## src/rtl/lsu_pkg.sv

```systemverilog
// lsu_pkg: shared types and constants for the load-store unit.
//   lsu_size_t  - access size, encoded as funct3[1:0]
//   lsu_state_t - transaction FSM states
//   BE_WIDTH    - number of byte lanes on the data-memory bus
package lsu_pkg;
   typedef enum logic [1:0] {
      BYTE = 2'b00,
      HALF = 2'b01,
      WORD = 2'b10
   } lsu_size_t;

   typedef enum logic [1:0] {
      IDLE,
      WAIT_GNT,
      WAIT_RVALID,
      RESP
   } lsu_state_t;

   localparam int BE_WIDTH = 4;
endpackage

```

## src/rtl/lsu_if.sv

```systemverilog
// lsu_if / lsu_mem_if: bus bundles around the load-store unit.
//   lsu_if     - execute request (req_*) and writeback response (rsp_*);
//                master = execute stage, slave = lsu
//   lsu_mem_if - request/grant/rvalid data-memory bus (mem_*);
//                master = lsu, slave = memory
interface lsu_if
   import lsu_pkg::*;
#(
   parameter int DATA_WIDTH = 32,
   parameter int ADDR_WIDTH = 32
);
   logic                  req_valid;
   logic                  req_ready;
   logic                  req_we;
   lsu_size_t             req_size;
   logic                  req_unsigned;
   logic [ADDR_WIDTH-1:0] req_addr;
   logic [DATA_WIDTH-1:0] req_wdata;
   logic                  rsp_valid;
   logic [DATA_WIDTH-1:0] rsp_rdata;
   logic                  rsp_misaligned;

   modport master (
      output req_valid, req_we, req_size, req_unsigned, req_addr, req_wdata,
      input  req_ready, rsp_valid, rsp_rdata, rsp_misaligned
   );
   modport slave (
      input  req_valid, req_we, req_size, req_unsigned, req_addr, req_wdata,
      output req_ready, rsp_valid, rsp_rdata, rsp_misaligned
   );
endinterface

interface lsu_mem_if
   import lsu_pkg::*;
#(
   parameter int DATA_WIDTH = 32,
   parameter int ADDR_WIDTH = 32
);
   logic                  mem_req;
   logic                  mem_gnt;
   logic                  mem_we;
   logic [ADDR_WIDTH-1:0] mem_addr;
   logic [BE_WIDTH-1:0]   mem_be;
   logic [DATA_WIDTH-1:0] mem_wdata;
   logic                  mem_rvalid;
   logic [DATA_WIDTH-1:0] mem_rdata;

   modport master (
      output mem_req, mem_we, mem_addr, mem_be, mem_wdata,
      input  mem_gnt, mem_rvalid, mem_rdata
   );
   modport slave (
      input  mem_req, mem_we, mem_addr, mem_be, mem_wdata,
      output mem_gnt, mem_rvalid, mem_rdata
   );
endinterface

```

## src/rtl/lsu_align.sv

```systemverilog
// lsu_align: combinational lane steering for the load-store unit.
//   size, is_unsigned, addr_lo - access size, zero-extend flag, address[1:0]
//   wdata -> wdata_lane, be    - store data replicated across lanes, byte enables
//   rdata -> rdata_ext         - load word shifted down and sign/zero extended
//   misaligned                 - HALF on odd address or WORD not on a word boundary
module lsu_align
   import lsu_pkg::*;
#(
   parameter int DATA_WIDTH = 32
) (
   input  lsu_size_t             size,
   input  logic                  is_unsigned,
   input  logic [1:0]            addr_lo,
   input  logic [DATA_WIDTH-1:0] wdata,
   input  logic [DATA_WIDTH-1:0] rdata,
   output logic [BE_WIDTH-1:0]   be,
   output logic [DATA_WIDTH-1:0] wdata_lane,
   output logic [DATA_WIDTH-1:0] rdata_ext,
   output logic                  misaligned
);
   logic [DATA_WIDTH-1:0] word;
   logic                  sext_b;
   logic                  sext_h;

   assign word   = rdata >> {addr_lo, 3'b000};
   assign sext_b = ~is_unsigned & word[7];
   assign sext_h = ~is_unsigned & word[15];

   // The reserved size encoding 2'b11 is handled as WORD throughout.
   always_comb begin
      misaligned = size == HALF ? addr_lo[0] : size == BYTE ? 1'b0 : addr_lo != 2'b00;
      be         = size == BYTE ? 4'b0001 << addr_lo : size == HALF ? 4'b0011 << addr_lo : 4'b1111;
      wdata_lane = size == BYTE ? {4{wdata[7:0]}} : size == HALF ? {2{wdata[15:0]}} : wdata;
      rdata_ext  = size == BYTE ? {{(DATA_WIDTH-8){sext_b}}, word[7:0]} :
                   size == HALF ? {{(DATA_WIDTH-16){sext_h}}, word[15:0]} : word;
   end
endmodule

```

## src/rtl/lsu.sv

```systemverilog
// lsu: RV32 load-store unit, one data-memory transaction at a time.
//   clk, rst_n - clock, asynchronous active-low reset
//   req_bus    - execute request in, writeback response out (lsu_if.slave)
//   mem_bus    - request/grant/rvalid data-memory bus (lsu_mem_if.master)
module lsu
   import lsu_pkg::*;
#(
   parameter int DATA_WIDTH = 32,
   parameter int ADDR_WIDTH = 32
) (
   input logic        clk,
   input logic        rst_n,
   lsu_if.slave       req_bus,
   lsu_mem_if.master  mem_bus
);
   if (DATA_WIDTH != 32) begin : g_bad_width
      $error("lsu: DATA_WIDTH must be 32");
   end

   lsu_state_t            state_q, state_d;
   logic                  we_q, we_d;
   lsu_size_t             size_q, size_d;
   logic                  uns_q, uns_d;
   logic [1:0]            lo_q, lo_d;
   logic [ADDR_WIDTH-1:0] addr_q, addr_d;
   logic [BE_WIDTH-1:0]   be_q, be_d;
   logic [DATA_WIDTH-1:0] wdata_q, wdata_d;
   logic [DATA_WIDTH-1:0] rdata_q, rdata_d;
   logic                  mis_q, mis_d;

   logic                  idle;
   lsu_size_t             a_size;
   logic                  a_uns;
   logic [1:0]            a_lo;
   logic [BE_WIDTH-1:0]   a_be;
   logic [DATA_WIDTH-1:0] a_wdata;
   logic [DATA_WIDTH-1:0] a_rdata;
   logic                  a_mis;

   assign idle = state_q == IDLE;

   // One aligner serves both directions: in IDLE it steers the incoming
   // store, afterwards it extracts load data using the captured attributes.
   assign a_size = idle ? req_bus.req_size : size_q;
   assign a_uns  = idle ? req_bus.req_unsigned : uns_q;
   assign a_lo   = idle ? req_bus.req_addr[1:0] : lo_q;

   lsu_align #(.DATA_WIDTH(DATA_WIDTH)) u_align (
      .size        (a_size),
      .is_unsigned (a_uns),
      .addr_lo     (a_lo),
      .wdata       (req_bus.req_wdata),
      .rdata       (mem_bus.mem_rdata),
      .be          (a_be),
      .wdata_lane  (a_wdata),
      .rdata_ext   (a_rdata),
      .misaligned  (a_mis)
   );

   always_comb begin
      state_d = state_q;
      we_d    = we_q;
      size_d  = size_q;
      uns_d   = uns_q;
      lo_d    = lo_q;
      addr_d  = addr_q;
      be_d    = be_q;
      wdata_d = wdata_q;
      rdata_d = rdata_q;
      mis_d   = mis_q;
      case (state_q)
         IDLE: if (req_bus.req_valid) begin
            we_d    = req_bus.req_we;
            size_d  = req_bus.req_size;
            uns_d   = req_bus.req_unsigned;
            lo_d    = req_bus.req_addr[1:0];
            addr_d  = {req_bus.req_addr[ADDR_WIDTH-1:2], 2'b00};
            be_d    = a_be;
            wdata_d = a_wdata;
            mis_d   = a_mis;
            rdata_d = a_mis ? '0 : rdata_q;
            state_d = a_mis ? RESP : WAIT_GNT;
         end
         WAIT_GNT: if (mem_bus.mem_gnt) begin
            rdata_d = we_q ? '0 : rdata_q;
            state_d = we_q ? RESP : WAIT_RVALID;
         end
         WAIT_RVALID: if (mem_bus.mem_rvalid) begin
            rdata_d = a_rdata;
            state_d = RESP;
         end
         default: state_d = IDLE;
      endcase
   end

   always_ff @(posedge clk or negedge rst_n) begin
      if (!rst_n) begin
         state_q <= IDLE;
         we_q    <= 1'b0;
         size_q  <= BYTE;
         uns_q   <= 1'b0;
         lo_q    <= '0;
         addr_q  <= '0;
         be_q    <= '0;
         wdata_q <= '0;
         rdata_q <= '0;
         mis_q   <= 1'b0;
      end else begin
         state_q <= state_d;
         we_q    <= we_d;
         size_q  <= size_d;
         uns_q   <= uns_d;
         lo_q    <= lo_d;
         addr_q  <= addr_d;
         be_q    <= be_d;
         wdata_q <= wdata_d;
         rdata_q <= rdata_d;
         mis_q   <= mis_d;
      end
   end

   // mem_req decodes straight from the state register so reset drops it at once.
   assign req_bus.req_ready      = idle;
   assign req_bus.rsp_valid      = state_q == RESP;
   assign req_bus.rsp_rdata      = rdata_q;
   assign req_bus.rsp_misaligned = mis_q;
   assign mem_bus.mem_req        = state_q == WAIT_GNT;
   assign mem_bus.mem_we         = we_q;
   assign mem_bus.mem_addr       = addr_q;
   assign mem_bus.mem_be         = be_q;
   assign mem_bus.mem_wdata      = wdata_q;
endmodule

```

## src/flat_wrapper.sv

```systemverilog
// flat-port wrapper written by rule: the top's interface ports become plain ports
module lsu_flat import lsu_pkg::*;
#(
   parameter int DATA_WIDTH = 32,
   parameter int ADDR_WIDTH = 32
)
  (clk, rst_n, req_bus_req_valid, req_bus_req_we, req_bus_req_size, req_bus_req_unsigned, req_bus_req_addr, req_bus_req_wdata, req_bus_req_ready, req_bus_rsp_valid, req_bus_rsp_rdata, req_bus_rsp_misaligned, mem_bus_mem_req, mem_bus_mem_we, mem_bus_mem_addr, mem_bus_mem_be, mem_bus_mem_wdata, mem_bus_mem_gnt, mem_bus_mem_rvalid, mem_bus_mem_rdata);
  lsu_if #(.DATA_WIDTH(DATA_WIDTH), .ADDR_WIDTH(ADDR_WIDTH)) req_bus_i ();
  lsu_mem_if #(.DATA_WIDTH(DATA_WIDTH), .ADDR_WIDTH(ADDR_WIDTH)) mem_bus_i ();
  input logic clk;
  input logic rst_n;
  input wire logic [$bits(req_bus_i.req_valid)-1:0] req_bus_req_valid;
  input wire logic [$bits(req_bus_i.req_we)-1:0] req_bus_req_we;
  input wire logic [$bits(req_bus_i.req_size)-1:0] req_bus_req_size;
  input wire logic [$bits(req_bus_i.req_unsigned)-1:0] req_bus_req_unsigned;
  input wire logic [$bits(req_bus_i.req_addr)-1:0] req_bus_req_addr;
  input wire logic [$bits(req_bus_i.req_wdata)-1:0] req_bus_req_wdata;
  output wire logic [$bits(req_bus_i.req_ready)-1:0] req_bus_req_ready;
  output wire logic [$bits(req_bus_i.rsp_valid)-1:0] req_bus_rsp_valid;
  output wire logic [$bits(req_bus_i.rsp_rdata)-1:0] req_bus_rsp_rdata;
  output wire logic [$bits(req_bus_i.rsp_misaligned)-1:0] req_bus_rsp_misaligned;
  output wire logic [$bits(mem_bus_i.mem_req)-1:0] mem_bus_mem_req;
  output wire logic [$bits(mem_bus_i.mem_we)-1:0] mem_bus_mem_we;
  output wire logic [$bits(mem_bus_i.mem_addr)-1:0] mem_bus_mem_addr;
  output wire logic [$bits(mem_bus_i.mem_be)-1:0] mem_bus_mem_be;
  output wire logic [$bits(mem_bus_i.mem_wdata)-1:0] mem_bus_mem_wdata;
  input wire logic [$bits(mem_bus_i.mem_gnt)-1:0] mem_bus_mem_gnt;
  input wire logic [$bits(mem_bus_i.mem_rvalid)-1:0] mem_bus_mem_rvalid;
  input wire logic [$bits(mem_bus_i.mem_rdata)-1:0] mem_bus_mem_rdata;
  assign req_bus_i.req_valid = req_bus_req_valid;
  assign req_bus_i.req_we = req_bus_req_we;
  assign req_bus_i.req_size = req_bus_req_size;
  assign req_bus_i.req_unsigned = req_bus_req_unsigned;
  assign req_bus_i.req_addr = req_bus_req_addr;
  assign req_bus_i.req_wdata = req_bus_req_wdata;
  assign req_bus_req_ready = req_bus_i.req_ready;
  assign req_bus_rsp_valid = req_bus_i.rsp_valid;
  assign req_bus_rsp_rdata = req_bus_i.rsp_rdata;
  assign req_bus_rsp_misaligned = req_bus_i.rsp_misaligned;
  assign mem_bus_mem_req = mem_bus_i.mem_req;
  assign mem_bus_mem_we = mem_bus_i.mem_we;
  assign mem_bus_mem_addr = mem_bus_i.mem_addr;
  assign mem_bus_mem_be = mem_bus_i.mem_be;
  assign mem_bus_mem_wdata = mem_bus_i.mem_wdata;
  assign mem_bus_i.mem_gnt = mem_bus_mem_gnt;
  assign mem_bus_i.mem_rvalid = mem_bus_mem_rvalid;
  assign mem_bus_i.mem_rdata = mem_bus_mem_rdata;
  lsu #(.DATA_WIDTH(DATA_WIDTH), .ADDR_WIDTH(ADDR_WIDTH)) u_core (.clk(clk), .rst_n(rst_n), .req_bus(req_bus_i), .mem_bus(mem_bus_i));
endmodule
```

## config.mk

```make
export PLATFORM = sky130hd
export DESIGN_NAME = lsu_flat
export DESIGN_NICKNAME = d
export VERILOG_FILES = /design/src/rtl/lsu_pkg.sv /design/src/rtl/lsu_if.sv /design/src/rtl/lsu_align.sv /design/src/rtl/lsu.sv /design/src/flat_wrapper.sv
export SDC_FILE = /design/constraint.sdc
export NUM_CORES = 1
export LEC_CHECK = 0
export CAP_MARGIN = 20
export CORE_MARGIN = 2
export CORE_UTILIZATION = 47
export DETAILED_ROUTE_END_ITERATION = 10
export HOLD_SLACK_MARGIN = 0.06
export PLACE_DENSITY = 0.86
export SLEW_MARGIN = 30
export SYNTH_ARGS = -nofsm -noshare
export SYNTH_HDL_FRONTEND = slang
export SYNTH_SLANG_ARGS = --single-unit
```

## constraint.sdc

```tcl
create_clock -name clk -period 6.15 [get_ports clk]
set_input_delay 0.615 -clock clk [delete_from_list [all_inputs] [get_ports clk]]
set_output_delay 0.615 -clock clk [all_outputs]
set_load 0.01 [all_outputs]
```

==> flow_summary_export.csv, run 1 <==
group,metric,value,unit
die,coreArea,0.0108,mm²
clock_tree,cts_sinks,107,
global_routing,grt_pass1_wl,23200,µm
worst_setup_path,worstPathRequired,6.42,ns
timing,fin_setup_tns,0,ns
detailed_routing,detail_route.vias_per_cell,5.58,
logic_synthesis,synth_top_area_share,51.7,%
logic_synthesis,syn-cell-area,0.00518,mm²
worst_setup_path,cpLargestDelayFamily,"simple AND/OR/NAND/NOR gates",
detailed_routing,wire_per_inst,18.2,µm
worst_setup_path,max_stage_delay,0.88,ns
flow_run,max_cap_viol_count,0,
detailed_routing,drtPass1Iterations,7,
global_routing,antenna_found_initial,0,
clock_tree,cts_root_buf,"clkbuf_8",
detailed_routing,drt_iter0_markers,223,
timing,finalHoldViolCount,0,
die,rows,38,
layout,layout_commonest_cell,"clkdlybuf4s50_1",
die,die_w,109,µm
layout,design_area,0.00754,mm²
worst_setup_path,critical_path_arrival,3.74,ns
logic_synthesis,syn_area_per_cell,10.4,µm²
global_routing,grt_max_degree,104,
worst_setup_path,crit_path_start_kind,"flop",
logic_synthesis,ys_types,37,
layout,syn2layout_area_growth,45.7,%
detailed_routing,postRouteAntennaNets,0,
timing,slew_headroom,38.1,%
timing,slew_violations,0,
power,finalPower,3.90,mW
logic_synthesis,syn_inst,497,
layout,drive_gt1_share,12.0,%
timing,tightest_slew,0.928,ns
die,die_h,109,µm
worst_setup_path,cp_cell_sequence,"inv_1, ha_1, a222oi_1, nand3_4, or3_1, o31ai_1",
global_routing,grt_pass1_vias,4807,
hold_path,hp-class,"input port to asynchronous set/reset pin",
clock_tree,worstSkewPairLatency,0.37,ns
detailed_routing,route.detailed.drc,0,
clock_tree,clk_transition_reported_paths,0.09,ns
die,io_pins,210,
layout,final_core_util,69.9,%
power,power_leakage,3.20,nW
power,ir_drop,0.335,mV
timing,setup_violations,0,
worst_setup_path,crit_path_max_fanout,58,
run_status,status,"complete, no violations",
die,die_area,0.0119,mm²
global_routing,gr-total-overflow,0,
timing,finClkSkew,0.00857,ns
clock_tree,cts_tree,"done",
clock_tree,cts_hold_buf,0,
clock_tree,htreeDepth,3,
global_routing,gr-usage-all-layers,25.5,%
placed_design,placed_area,0.00731,mm²
layout,final_cell_mix,"clkdlybuf4s50_1 (206), dfrtp_1 (107), nand2_1 (99), mux2_2 (51), o21ai_0 (32)",
worst_setup_path,worst_setup_path_end_kind,"flop",
placed_design,dp_hpwl,11000,µm
timing,fmax,288,MHz
logic_synthesis,yosysTopAreaCell,"dfrtp_1",
logic_synthesis,synth_seq_area_share,51.7,%
clock_tree,post_cts_buffers,0,
timing,period_share,56.5,%
power,powerDensity,518,mW/mm²
detailed_routing,dr_total_vias,4606,
layout,diodes,0,
worst_setup_path,cp.buffers_inverters,1,
clock_tree,numCtsBuffers,9,
worst_setup_path,critPathKind,"flop to flop",
detailed_routing,wl,15000,µm
layout,nets,793,
worst_setup_path,slowest_stage,"a222oi_1",
logic_synthesis,ys_warn_count,0,
clock_tree,cts_buffer_depth,2,
timing,rsz0062_at_grt,"no",
placed_design,gp_congestion,0.879,
die,initial_core_util,48.0,%
logic_synthesis,synth_area_leaders,"dfrtp_1 (52%), mux2_2 (11%), nand2_1 (7.2%)",
logic_synthesis,ys_ff_latch,107,
clock_tree,cts_resized,0,
placed_design,io_buffers,207,
timing,post-route-min-period,3.47,ns
[kinds of logic after synthesis]
logic type,after synthesis,share of synthesized area [%]
AO/OA/AOI/OAI,123,16.5
adder cells (fa/ha/maj),6,1.45
buffers and inverters,48,4.04
flip-flops,107,51.7
multiplexers,71,15.0
other,1,0.0724
AND/OR/NAND/NOR,141,11.3
[path summary, 6_finish.rpt]
path	slack, ns	startpoint	to	depth (start not counted)
min	0.12	rst_n	u_core.mem_bus.mem_addr[7]$_DFFE_PN0P_	1
max	2.68	u_core.state_q[0]$_DFFE_PN0P_	u_core.req_bus.rsp_rdata[25]$_DFFE_PN0P_	6
min in group clk	0.49	u_core.mem_bus.mem_wdata[29]$_DFFE_PN0P_	u_core.mem_bus.mem_wdata[29]$_DFFE_PN0P_	2
max reg2reg	2.68	u_core.state_q[0]$_DFFE_PN0P_	u_core.req_bus.rsp_rdata[25]$_DFFE_PN0P_	6
min reg2reg	0.49	u_core.mem_bus.mem_wdata[29]$_DFFE_PN0P_	u_core.mem_bus.mem_wdata[29]$_DFFE_PN0P_	2
max in group asynchronous	4.99	rst_n	u_core.req_bus.rsp_rdata[4]$_DFFE_PN0P_	2
[synthesized netlist by cell type (all sizes together)]
cell type and count:
or2b 1, a21o 1, conb 1, a211oi 3, or3 8, a21boi 1
nand2b 3, nor2b 5, clkbuf 20, a21oi 24, dfrtp 107, mux2 51
mux2i 20, a22o 7, a221oi 7, a222oi 9, a41oi 1, nand3 2
nor3 2, o22ai 3, a31oi 7, inv 10, o41ai 8, o31ai 17
and2 2, nand2 100, buf 18, o21ai 34, nor2 18, o32ai 1
ha 6
[worst register-to-register path: stages, from the launching register on]
cell	delay (ns)
dfrtp_1	0.40
inv_1	0.09
ha_1	0.52
a222oi_1	0.89
nand3_4	0.67
or3_1	0.57
o31ai_1	0.24
[power by group]
part | switching [mW] | internal (mW)
clock network | 0.225 | 0.208
logic | 1.18 | 1.10
registers | 0.179 | 1.01
total | 1.58 | 2.32
[cell type report]
type	count	area [µm²]
fill	843	3250
sequential	107	2680
multi-input combinational	343	2350
timing repair buffer	211	2110
tap	140	175
clock buffer	13	159
inverter	10	37.5
clock inverter	2	35.0
[layer usage]
metal	share of wire, %	up-vias	track usage, %
met1	38	2186	29.2
met2	49	236	42.8
li1	-	2142	-
met3	9.8	42	8.91
met4	3.4	0	11.4
met5	0	-	0
[registers in the layout (all words and copies together) (netlist names)]
register and cells:
u_core.mem_bus.mem_wdata 32, u_core.req_bus.rsp_misaligned 1, u_core.state_q 2, u_core.uns_q 1
u_core.mem_bus.mem_be 4, u_core.req_bus.rsp_rdata 32, u_core.mem_bus.mem_we 1, u_core.size_q 2
u_core.mem_bus.mem_addr 30, u_core.lo_q 2
[stage by stage]
step | hold WS, ns | worst slack, ns | std cells
after floorplan | 0.319 | 3.82 | 498
after global placement | 0.460 | 2.12 | 809
after detailed placement | 0.464 | 2.20 | 809
after CTS | 0.116 | 2.20 | 824
after global routing | 0.125 | 2.40 | 826
final | 0.120 | 2.68 | 826
No activity file was read; power rests on OpenSTA's default activity.
==> run 2, diff against run 1 <==
--- a/config.mk
+++ b/config.mk
@@ -7,10 +7,10 @@
 export LEC_CHECK = 0
 export CAP_MARGIN = 20
 export CORE_MARGIN = 2
-export CORE_UTILIZATION = 47
+export CORE_UTILIZATION = 44
 export DETAILED_ROUTE_END_ITERATION = 10
 export HOLD_SLACK_MARGIN = 0.06
-export PLACE_DENSITY = 0.86
+export PLACE_DENSITY = 0.81
 export SLEW_MARGIN = 30
 export SYNTH_ARGS = -nofsm -noshare
 export SYNTH_HDL_FRONTEND = slang
==> constraint.sdc (replaced) <==
create_clock -name clk -period 3.2 [get_ports clk]
set_input_delay 0.32 -clock clk [delete_from_list [all_inputs] [get_ports clk]]
set_output_delay 0.32 -clock clk [all_outputs]
set_load 0.01 [all_outputs]
==> run 2 against run 1 <==
Final cell count rose by 1.1%; via count increased by 1.2%; critical path depth is 2 higher; design area up 1.9%; count of clock-buffer cells in the layout is 2 lower; sequential power grew 93%; clock power increased to 2.7 times the previous value; setup slack got worse by 2.3 ns; clock skew is 0.0024 ns lower; largest cell class unchanged.
==> flow_summary_export.csv, run 2 (same netlist as run 1, synthesis figures left out) <==
group,metric,value,unit
placed_design,dp_hpwl,11400,µm
global_routing,grt_pass1_vias,4784,
detailed_routing,wire_per_inst,18.2,µm
power,swShare,38.8,%
detailed_routing,route.detailed.drc,0,
worst_setup_path,worst_setup_path_end_kind,"flop",
layout,syn2layout_area_growth,48.4,%
timing,tightest_slew,0.865,ns
timing,finalHoldViolCount,0,
detailed_routing,drt_iter0_markers,245,
global_routing,gr-total-overflow,0,
detailed_routing,drtPass1Iterations,5,
layout,nets,799,
clock_tree,cts_hold_buf,0,
die,coreArea,0.0115,mm²
die,rows,39,
hold_path,hp-class,"input port to asynchronous set/reset pin",
layout,drive_gt1_share,12.4,%
flow_run,max_cap_viol_count,0,
clock_tree,htreeDepth,3,
timing,rsz0062_at_grt,"no",
die,die_area,0.0127,mm²
timing,post-route-min-period,2.82,ns
clock_tree,post_cts_buffers,0,
power,seq_power_share,29.5,%
layout,diodes,0,
global_routing,grt_pass1_wl,24100,µm
clock_tree,worstSkewPairLatency,0.34,ns
worst_setup_path,critPathKind,"flop to flop",
global_routing,antenna_found_initial,0,
timing,period_share,88.2,%
timing,fin_ws,0.379,ns
detailed_routing,wl,15200,µm
power,power_leakage,3.28,nW
placed_design,io_buffers,207,
die,initial_core_util,45.2,%
worst_setup_path,critical_path_arrival,3.01,ns
die,die_w,112,µm
detailed_routing,dr_total_vias,4663,
timing,fmax,354,MHz
worst_setup_path,crit_path_max_fanout,20,
clock_tree,cts_root_buf,"clkbuf_16",
power,intPower,4.78,mW
worst_setup_path,crit_path_start_kind,"flop",
layout,final_cell_mix,"clkdlybuf4s50_1 (206), dfrtp_1 (107), nand2_1 (99), mux2_2 (51), o21ai_0 (32)",
clock_tree,cts_buffer_depth,2,
die,die_h,112,µm
power,ir_drop,0.541,mV
run_status,status,"complete, no violations",
timing,fin_setup_tns,0,ns
timing,slew_violations,0,
power,powerDensity,1020,mW/mm²
power,switchingPower,3.03,mW
placed_design,pre_cts_ws,0.434,ns
global_routing,grt_max_degree,68,
clock_tree,clk_transition_reported_paths,0.07,ns
global_routing,gr-usage-all-layers,24.0,%
clock_tree,cts_sinks,107,
timing,setup_violations,0,
power,comb_power_share,55.7,%
timing,slew_headroom,42.0,%
layout,layout_commonest_cell,"clkdlybuf4s50_1",
clock_tree,numCtsBuffers,9,
timing,finClkSkew,0.00618,ns
clock_tree,cts_resized,0,
die,io_pins,210,
detailed_routing,postRouteAntennaNets,0,
placed_design,gp_congestion,0.968,
power,clkPwrFrac,14.8,%
worst_setup_path,worstPathRequired,3.38,ns
detailed_routing,detail_route.vias_per_cell,5.58,
clock_tree,cts_tree,"done",
[run 2: cell count changes in the layout (fill, tap and decap cells not counted), moves of 2 or more]
| cell | previous run | this run |
|---|---|---|
| buf_12 | 0 | 2 |
| buf_4 | 2 | 9 |
| clkbuf_16 | 0 | 9 |
| clkbuf_8 | 11 | 0 |
[run 2: routing by layer]
layer  share of wire (%)  vias up  track usage (%)
met2                  48      240             39.5
met4                 2.2        0             7.72
met3                  11       28             9.18
li1                    -     2154                -
met1                  40     2241             29.3
met5                   0        -                0
[run 2: path summary, 6_finish.rpt]
path | slack [ns] | to | start | depth (start not counted)
max | 0.38 | u_core.req_bus.rsp_rdata[22]$_DFFE_PN0P_ | u_core.state_q[0]$_DFFE_PN0P_ | 8
min | 0.09 | u_core.req_bus.rsp_misaligned$_DFFE_PN0P_ | rst_n | 1
max reg2reg | 0.38 | u_core.req_bus.rsp_rdata[22]$_DFFE_PN0P_ | u_core.state_q[0]$_DFFE_PN0P_ | 8
min reg2reg | 0.48 | u_core.mem_bus.mem_wdata[30]$_DFFE_PN0P_ | u_core.mem_bus.mem_wdata[30]$_DFFE_PN0P_ | 2
max in group asynchronous | 2.41 | u_core.mem_bus.mem_addr[14]$_DFFE_PN0P_ | rst_n | 2
min in group clk | 0.48 | u_core.mem_bus.mem_wdata[30]$_DFFE_PN0P_ | u_core.mem_bus.mem_wdata[30]$_DFFE_PN0P_ | 2
[run 2: critical path, stage by stage, from the launching register on]
cell      delay (ns)
dfrtp_1         0.41
inv_1           0.11
ha_1            0.57
mux2i_2         0.31
inv_2           0.19
nand2_1         0.11
a21oi_1         0.10
a21boi_2        0.69
o41ai_1         0.17
[run 2: power by group through the flow]
stage / sequential [mW] / combinational, mW / clock [mW]
2_1_floorplan: 2.52 / 2.27 / 0
5_1_grt: 2.38 / 4.74 / 1.24
3_3_place_gp: 2.29 / 4.25 / 0
4_1_cts: 2.31 / 4.36 / 1.18
6_report: 2.30 / 4.36 / 1.16
3_5_place_dp: 2.32 / 4.35 / 0
[run 2: layout make-up]
type                    count  area (µm²)
fillers                   862        3780
clock inverters             4        76.3
well taps                 143         179
inverters                  10        37.5
repair buffers            217        2170
clock buffers              11         233
flip-flops and latches    107        2680
multi-input cells         343        2310
[run 2: stage by stage]
stage	util (%)	instance area (µm²)	total power [mW]	hold slack, ns	instances
2_1_floorplan	-	5180	4.79	0.0244	498
3_3_place_gp	64.3	7370	6.54	0.462	820
3_5_place_dp	64.3	7370	6.67	0.469	820
4_1_cts	67.0	7680	7.86	0.114	835
5_1_grt	67.0	7680	8.35	0.153	835
6_report	67.0	7680	7.82	0.0890	835
